**src/rtl/serdes_eye_select.sv**
```systemverilog
// rtl/serdes_eye_select.sv - widest lock-window search over per-slip delay-tap masks
// Define SERDES_EYE_WINDOW_EN to add the window_len_out port.
module serdes_eye_select #(
  parameter int    NUM_SLIP   = 12,
  parameter int    MIN_WINDOW = 4,
  parameter string DEBUG      = "FALSE"
) (
  input  logic        px_clk,
  input  logic        px_reset_n,
  input  logic [31:0] lock_mask_din,
  input  logic [3:0]  lock_mask_waddr,
  input  logic        lock_mask_we,
  input  logic        start,
  output logic        busy_out,
  output logic [7:0]  delay_sel_out,
  output logic [7:0]  slip_sel_out,
  output logic        lock_ok_out,
  output logic        done_out
`ifdef SERDES_EYE_WINDOW_EN
  ,
  output logic [5:0]  window_len_out
`endif
);

  typedef enum logic [2:0] {
    ST_IDLE   = 3'd0,
    ST_LOAD   = 3'd1,
    ST_SCAN   = 3'd2,
    ST_NEXT   = 3'd3,
    ST_RESULT = 3'd4
  } state_t;

  localparam logic [4:0] NUM_SLIP_W = 5'(NUM_SLIP);
  localparam logic [3:0] LAST_SLIP  = 4'(NUM_SLIP - 1);
  localparam logic [5:0] MIN_LEN    = 6'(MIN_WINDOW);

  state_t      state_q, state_d;
  logic [31:0] table_q [NUM_SLIP];
  logic [31:0] mask_q, mask_d;
  logic [3:0]  s_q, s_d;
  logic [4:0]  d_q, d_d;
  logic [5:0]  cur_len_q, cur_len_d;
  logic [4:0]  cur_start_q, cur_start_d;
  logic [5:0]  best_len_q, best_len_d;
  logic [4:0]  best_start_q, best_start_d;
  logic [3:0]  best_slip_q, best_slip_d;
  logic [7:0]  delay_sel_q, delay_sel_d;
  logic [7:0]  slip_sel_q, slip_sel_d;
  logic        lock_ok_q, lock_ok_d;
  logic        done_q, done_d;

  logic        tbl_we;
  logic [5:0]  run_len;
  logic [4:0]  run_start;
  logic [5:0]  centre;

  if (DEBUG == "TRUE") begin : g_debug
  end

  // The table is frozen for the whole scan so results reflect one consistent snapshot.
  assign tbl_we = lock_mask_we && (state_q == ST_IDLE) && ({1'b0, lock_mask_waddr} < NUM_SLIP_W);

  always_ff @(posedge px_clk or negedge px_reset_n) begin
    if (!px_reset_n) begin
      for (int i = 0; i < NUM_SLIP; i++) begin
        table_q[i] <= '0;
      end
    end else if (tbl_we) begin
      table_q[lock_mask_waddr] <= lock_mask_din;
    end
  end

  always_ff @(posedge px_clk or negedge px_reset_n) begin
    if (!px_reset_n) begin
      state_q      <= ST_IDLE;
      mask_q       <= '0;
      s_q          <= '0;
      d_q          <= '0;
      cur_len_q    <= '0;
      cur_start_q  <= '0;
      best_len_q   <= '0;
      best_start_q <= '0;
      best_slip_q  <= '0;
      delay_sel_q  <= '0;
      slip_sel_q   <= '0;
      lock_ok_q    <= 1'b0;
      done_q       <= 1'b0;
    end else begin
      state_q      <= state_d;
      mask_q       <= mask_d;
      s_q          <= s_d;
      d_q          <= d_d;
      cur_len_q    <= cur_len_d;
      cur_start_q  <= cur_start_d;
      best_len_q   <= best_len_d;
      best_start_q <= best_start_d;
      best_slip_q  <= best_slip_d;
      delay_sel_q  <= delay_sel_d;
      slip_sel_q   <= slip_sel_d;
      lock_ok_q    <= lock_ok_d;
      done_q       <= done_d;
    end
  end

  always_comb begin
    state_d      = state_q;
    mask_d       = mask_q;
    s_d          = s_q;
    d_d          = d_q;
    cur_len_d    = cur_len_q;
    cur_start_d  = cur_start_q;
    best_len_d   = best_len_q;
    best_start_d = best_start_q;
    best_slip_d  = best_slip_q;
    delay_sel_d  = delay_sel_q;
    slip_sel_d   = slip_sel_q;
    lock_ok_d    = lock_ok_q;
    done_d       = 1'b0;
    run_len      = cur_len_q + 6'd1;
    run_start    = (cur_len_q == 6'd0) ? d_q : cur_start_q;
    centre       = {1'b0, best_start_q} + {1'b0, best_len_q[5:1]};

    case (state_q)
      ST_IDLE: begin
        if (start) begin
          best_len_d   = '0;
          best_start_d = '0;
          best_slip_d  = '0;
          s_d          = '0;
          state_d      = ST_LOAD;
        end
      end
      ST_LOAD: begin
        mask_d    = table_q[s_q];
        d_d       = '0;
        cur_len_d = '0;
        state_d   = ST_SCAN;
      end
      ST_SCAN: begin
        if (mask_q[d_q]) begin
          // Strict compare keeps the earliest run on ties.
          if (run_len > best_len_q) begin
            best_len_d   = run_len;
            best_start_d = run_start;
            best_slip_d  = s_q;
          end
          cur_len_d   = run_len;
          cur_start_d = run_start;
        end else begin
          cur_len_d = '0;
        end
        if (d_q == 5'd31) begin
          state_d = ST_NEXT;
        end else begin
          d_d = d_q + 5'd1;
        end
      end
      ST_NEXT: begin
        if (s_q == LAST_SLIP) begin
          state_d = ST_RESULT;
        end else begin
          s_d     = s_q + 4'd1;
          state_d = ST_LOAD;
        end
      end
      ST_RESULT: begin
        delay_sel_d = {2'b00, centre};
        slip_sel_d  = {4'b0000, best_slip_q};
        lock_ok_d   = (best_len_q >= MIN_LEN);
        done_d      = 1'b1;
        state_d     = ST_IDLE;
      end
      default: begin
        state_d = ST_IDLE;
      end
    endcase
  end

`ifdef SERDES_EYE_WINDOW_EN
  logic [5:0] win_len_q;

  always_ff @(posedge px_clk or negedge px_reset_n) begin
    if (!px_reset_n) begin
      win_len_q <= '0;
    end else if (state_q == ST_RESULT) begin
      win_len_q <= best_len_q;
    end
  end

  assign window_len_out = win_len_q;
`endif

  assign busy_out      = (state_q != ST_IDLE);
  assign delay_sel_out = delay_sel_q;
  assign slip_sel_out  = slip_sel_q;
  assign lock_ok_out   = lock_ok_q;
  assign done_out      = done_q;

endmodule

```
**config.mk**
```make
export PLATFORM = sky130hd
export DESIGN_NAME = serdes_eye_select
export DESIGN_NICKNAME = d
export VERILOG_FILES = /design/src/rtl/serdes_eye_select.sv
export SDC_FILE = /design/constraint.sdc
export NUM_CORES = 1
export LEC_CHECK = 0
export ABC_CLOCK_PERIOD_IN_PS = 3250
export BUFFER_PORTS_ARGS = -buffer_cell sky130_fd_sc_hd__buf_2
export CORE_UTILIZATION = 41
export DETAILED_ROUTE_END_ITERATION = 12
export GPL_TIMING_DRIVEN = 0
export PLACE_DENSITY_LB_ADDON = 0.12
export SETUP_SLACK_MARGIN = 0.02
export SLEW_MARGIN = 20
export SYNTH_ARGS = -nofsm -noshare
export SYNTH_HDL_FRONTEND = slang
export SYNTH_SLANG_ARGS = --single-unit
```
**constraint.sdc**
```tcl
create_clock -name px_clk -period 3.25 [get_ports px_clk]
set_clock_uncertainty 0.2 [all_clocks]
set_input_delay 0.1625 -clock px_clk [delete_from_list [all_inputs] [get_ports px_clk]]
set_output_delay 0.1625 -clock px_clk [all_outputs]
set_load 0.01 [all_outputs]
```
==> reports/results.ini <==
[power]
peak_supply_drop_v=0.0003753
p_leak_uw=0.01139
powerDensity_nw_per_um2=913.9
total_power_consumption_of_the_routed_design_uw=22630

[worst_setup_path]
timing.setup.critical_path_class=reg -> reg
cp_data_required_time_ps=3560
worstSetupStartpointType=flop
reg2reg_from=d_q[0]
nature_of_the_critical_path_endpoint=flop
slowest_delay_ps=630
setup.worst_path.start=d_q[0]
arrival_ps=3450
cp.buffers_inverters=2
cpMaxStageDelayCell=sky130_fd_sc_hd__mux4_1
critical-path-top-delay-family=multiplexers
critPathMaxFanout=10
path_cells=buf_6, mux4_1, mux2i_1, mux4_2, nand4b_4, buf_6, mux2i_1

[timing]
finalMaxSlewViolations=0
timing_hold_violations_final=0
final.min_clock_period_ps=3143
final_min_period_over_clock_period_pct=96.71
setup_viol=0
maxSlewHeadroom_pct=30.96
timing.hold.ws_ps=115.0
max_slew.worst_pin.slew_ps=1036
timing.fmax_mhz=318.2
unrepaired_setup_endpoints_after_global_routing=no

[routing]
drt_iter0_drc=746
vias=12710
drt-wirelength-per-cell_um=21.76
vias_per_cell=5.347
drt-pass1-iter-count=5
drc=0
drt.antenna.violating_nets=0
wirelength_mm=51.74

[final_layout]
final_nets=1713
multi_input_comb_area_um2=8956
diodes=0
fin_area_um2=24760
post_layout_nonfiller_instances=2378
utilization_of_the_core_after_routing_pct=48.37
post_route_cells_drive_above_1_share_pct=39.22
n_fill_cell=4481
area_added_between_synthesis_and_finish_pct=16.64
register_area_um2=11660

[yosys]
synth-warning-count=0
synthDistinctLibCells=46
synth_seq_area_share_pct=54.93
synth_area_um2=21230
synth.avg_cell_area_um2=14.16
ys_ff_latch=466
postSynthCellCount=1499

[flow_run]
maxcap_viol_count=0

[place]
dpl-instance-area_um2=22510
placedCellCount=2241
half_perimeter_wire_length_of_the_detailed_placement_result_mm=33.85
gpl.final_weighted_congestion=0.7723
portBuffers=52

[grt]
grt_max_degree=91
grt_first_pass_wirelength_mm=81.92
grt.overflow.total=0
groute.usage.overall_pct=20.45
first_global_vias=13560
antenna_found_initial=0

[floorplanning]
dieWidth_um=229.6
total_die_area_um2=52690
cell_row_count=83
io_pins=59
die_y_um=229.6
initial_core_util_pct=41.46
core_um2=51200

[cts]
clockRootBuffer=sky130_fd_sc_hd__clkbuf_16
htree_levels=2
number_of_sinks_handled_by_clock_tree_synthesis=466
clkSlewWorstSetupHoldPaths_ps=60
cts_max_path_buffers=3
cts_tree=built
clk_latency_ps=590
cts-buffers-inserted=53

[min_path]
timing.hold.worst.class=in -> reg
worst_hold_startpoint=lock_mask_we

[run_status]
status=completed

## per-stage QoR
stage / setup TNS [ps] / setup WS [ps]
3_3_place_gp: -3611380 / -7804
6_report: 0 / 106.9
4_1_cts: 0 / 73.39
5_1_grt: 0 / 45.28
3_5_place_dp: -2364 / -417.3
2_1_floorplan: 0 / 585.4
## worst register-to-register path, stage by stage (launching register included)
cell                       delay [ps]
sky130_fd_sc_hd__dfrtp_1          620
sky130_fd_sc_hd__buf_6            280
sky130_fd_sc_hd__mux4_1           630
sky130_fd_sc_hd__mux2i_1          310
sky130_fd_sc_hd__mux4_2           390
sky130_fd_sc_hd__nand4b_4         230
sky130_fd_sc_hd__buf_6            200
sky130_fd_sc_hd__mux2i_1          200
## metal layers
layer	global-route usage (%)	vias to the layer above	part of all wire, %
li1	-	5702	-
met1	28.98	6747	47
met2	32.51	201	47
met3	3.324	64	3.8
met4	5.688	0	2.0
met5	0	-	0
## sequential cells by signal (all words and copies together), names as in the netlist
name           flops
cur_start_q        5
slip_sel_out       4
done_out           1
s_q                4
d_q                5
state_q            3
lock_ok_out        1
table_q          384
cur_len_q          6
mask_q            32
delay_sel_out      6
best_start_q       5
best_slip_q        4
best_len_q         6
## report_power, final
| group | switching [uW] | total, uW | internal [uW] |
|---|---|---|---|
| Combinational | 3000 | 7020 | 4010 |
| Clock | 2400 | 6130 | 3730 |
| Sequential | 1220 | 9480 | 8270 |
| Total | 6620 | 22600 | 16000 |
## path summary, 6_finish.rpt
path / end / slack (ps) / cells past startpoint
setup reg to reg: best_slip_q[1] / 110 / 7
min in group asynchronous: lock_ok_out / 460 / 4
hold / removal: table_q[351] / 110 / 6
hold reg to reg: slip_sel_out[2] / 270 / 2
setup / recovery: best_slip_q[1] / 110 / 7
max in group asynchronous: table_q[16] / 1060 / 6
## repair_timing
| action | 4_1_cts | 5_1_grt |
|---|---|---|
| setup endpoints to repair | 18 | 40 |
| endpoints found under the hold margin | 218 | 0 |
| hold buffers | 40 | 0 |
| pin swaps | 0 | 0 |
| gates resized for setup | 4 | 4 |
| setup buffers | 0 | 0 |
## cell type report
type                       count  area share, %
buffer                       129          2.324
clock buffer                  85          6.740
clock inverter                12         0.5710
inverter                      22         0.3335
multi-input combinational    887          36.17
sequential                   466          47.09
tap                          680          3.436
timing repair buffer          97          3.335
## layout by cell type, fill, tap and decap left out, types with 21 or more instances in the layout
cell,n
sky130_fd_sc_hd__dfrtp_1,466
sky130_fd_sc_hd__mux2_2,385
sky130_fd_sc_hd__nand2_1,155
sky130_fd_sc_hd__mux4_2,99
sky130_fd_sc_hd__clkbuf_1,80
sky130_fd_sc_hd__a21oi_1,68
sky130_fd_sc_hd__buf_2,60
sky130_fd_sc_hd__clkbuf_16,55
sky130_fd_sc_hd__o21ai_0,44
sky130_fd_sc_hd__dlygate4sd3_1,39
sky130_fd_sc_hd__buf_1,30
sky130_fd_sc_hd__mux2i_1,25
sky130_fd_sc_hd__inv_1,21
## cell families after synthesis
kind of cell	count (synthesis)	synth area share, %
multiplexers	520	33.11
flip-flops	466	54.93
AND/OR/NAND/NOR	211	4.403
buffers and inverters	151	3.041
AO/OA/AOI/OAI	122	3.006
adder cells (fa/ha/maj)	17	1.037
XOR/XNOR	11	0.4539
other	1	0.01766
## cell usage after synthesis (all sizes together)
library cell | count | area share, %
dfrtp | 466 | 55
mux2 | 390 | 21
nand2 | 155 | 2.7
mux4 | 105 | 11
clkbuf | 72 | 1.3
a21oi | 68 | 1.6
buf | 57 | 1.4
o21ai | 44 | 1.0
mux2i | 25 | 1.2
inv | 21 | 0.37
nor2 | 20 | 0.35
ha | 16 | 0.94
xor2 | 9 | 0.37
nand3 | 5 | 0.12
nor2b | 5 | 0.15
a21o | 4 | 0.14
and3 | 3 | 0.088
nand2b | 3 | 0.088
nor3b | 3 | 0.16
or3b | 3 | 0.12
and2 | 2 | 0.059
nand3b | 2 | 0.071
nand4 | 2 | 0.059
nor3 | 2 | 0.071
nor4 | 2 | 0.059
xnor2 | 2 | 0.083
a221o | 1 | 0.047
a22o | 1 | 0.041
a31oi | 1 | 0.029
and3b | 1 | 0.041
and4 | 1 | 0.041
clkinv | 1 | 0.018
conb | 1 | 0.018
fa | 1 | 0.094
nand4b | 1 | 0.11
nor4b | 1 | 0.071
o22ai | 1 | 0.029
o2bb2ai | 1 | 0.041
o31ai | 1 | 0.035
(Power assumes the default switching activity.)
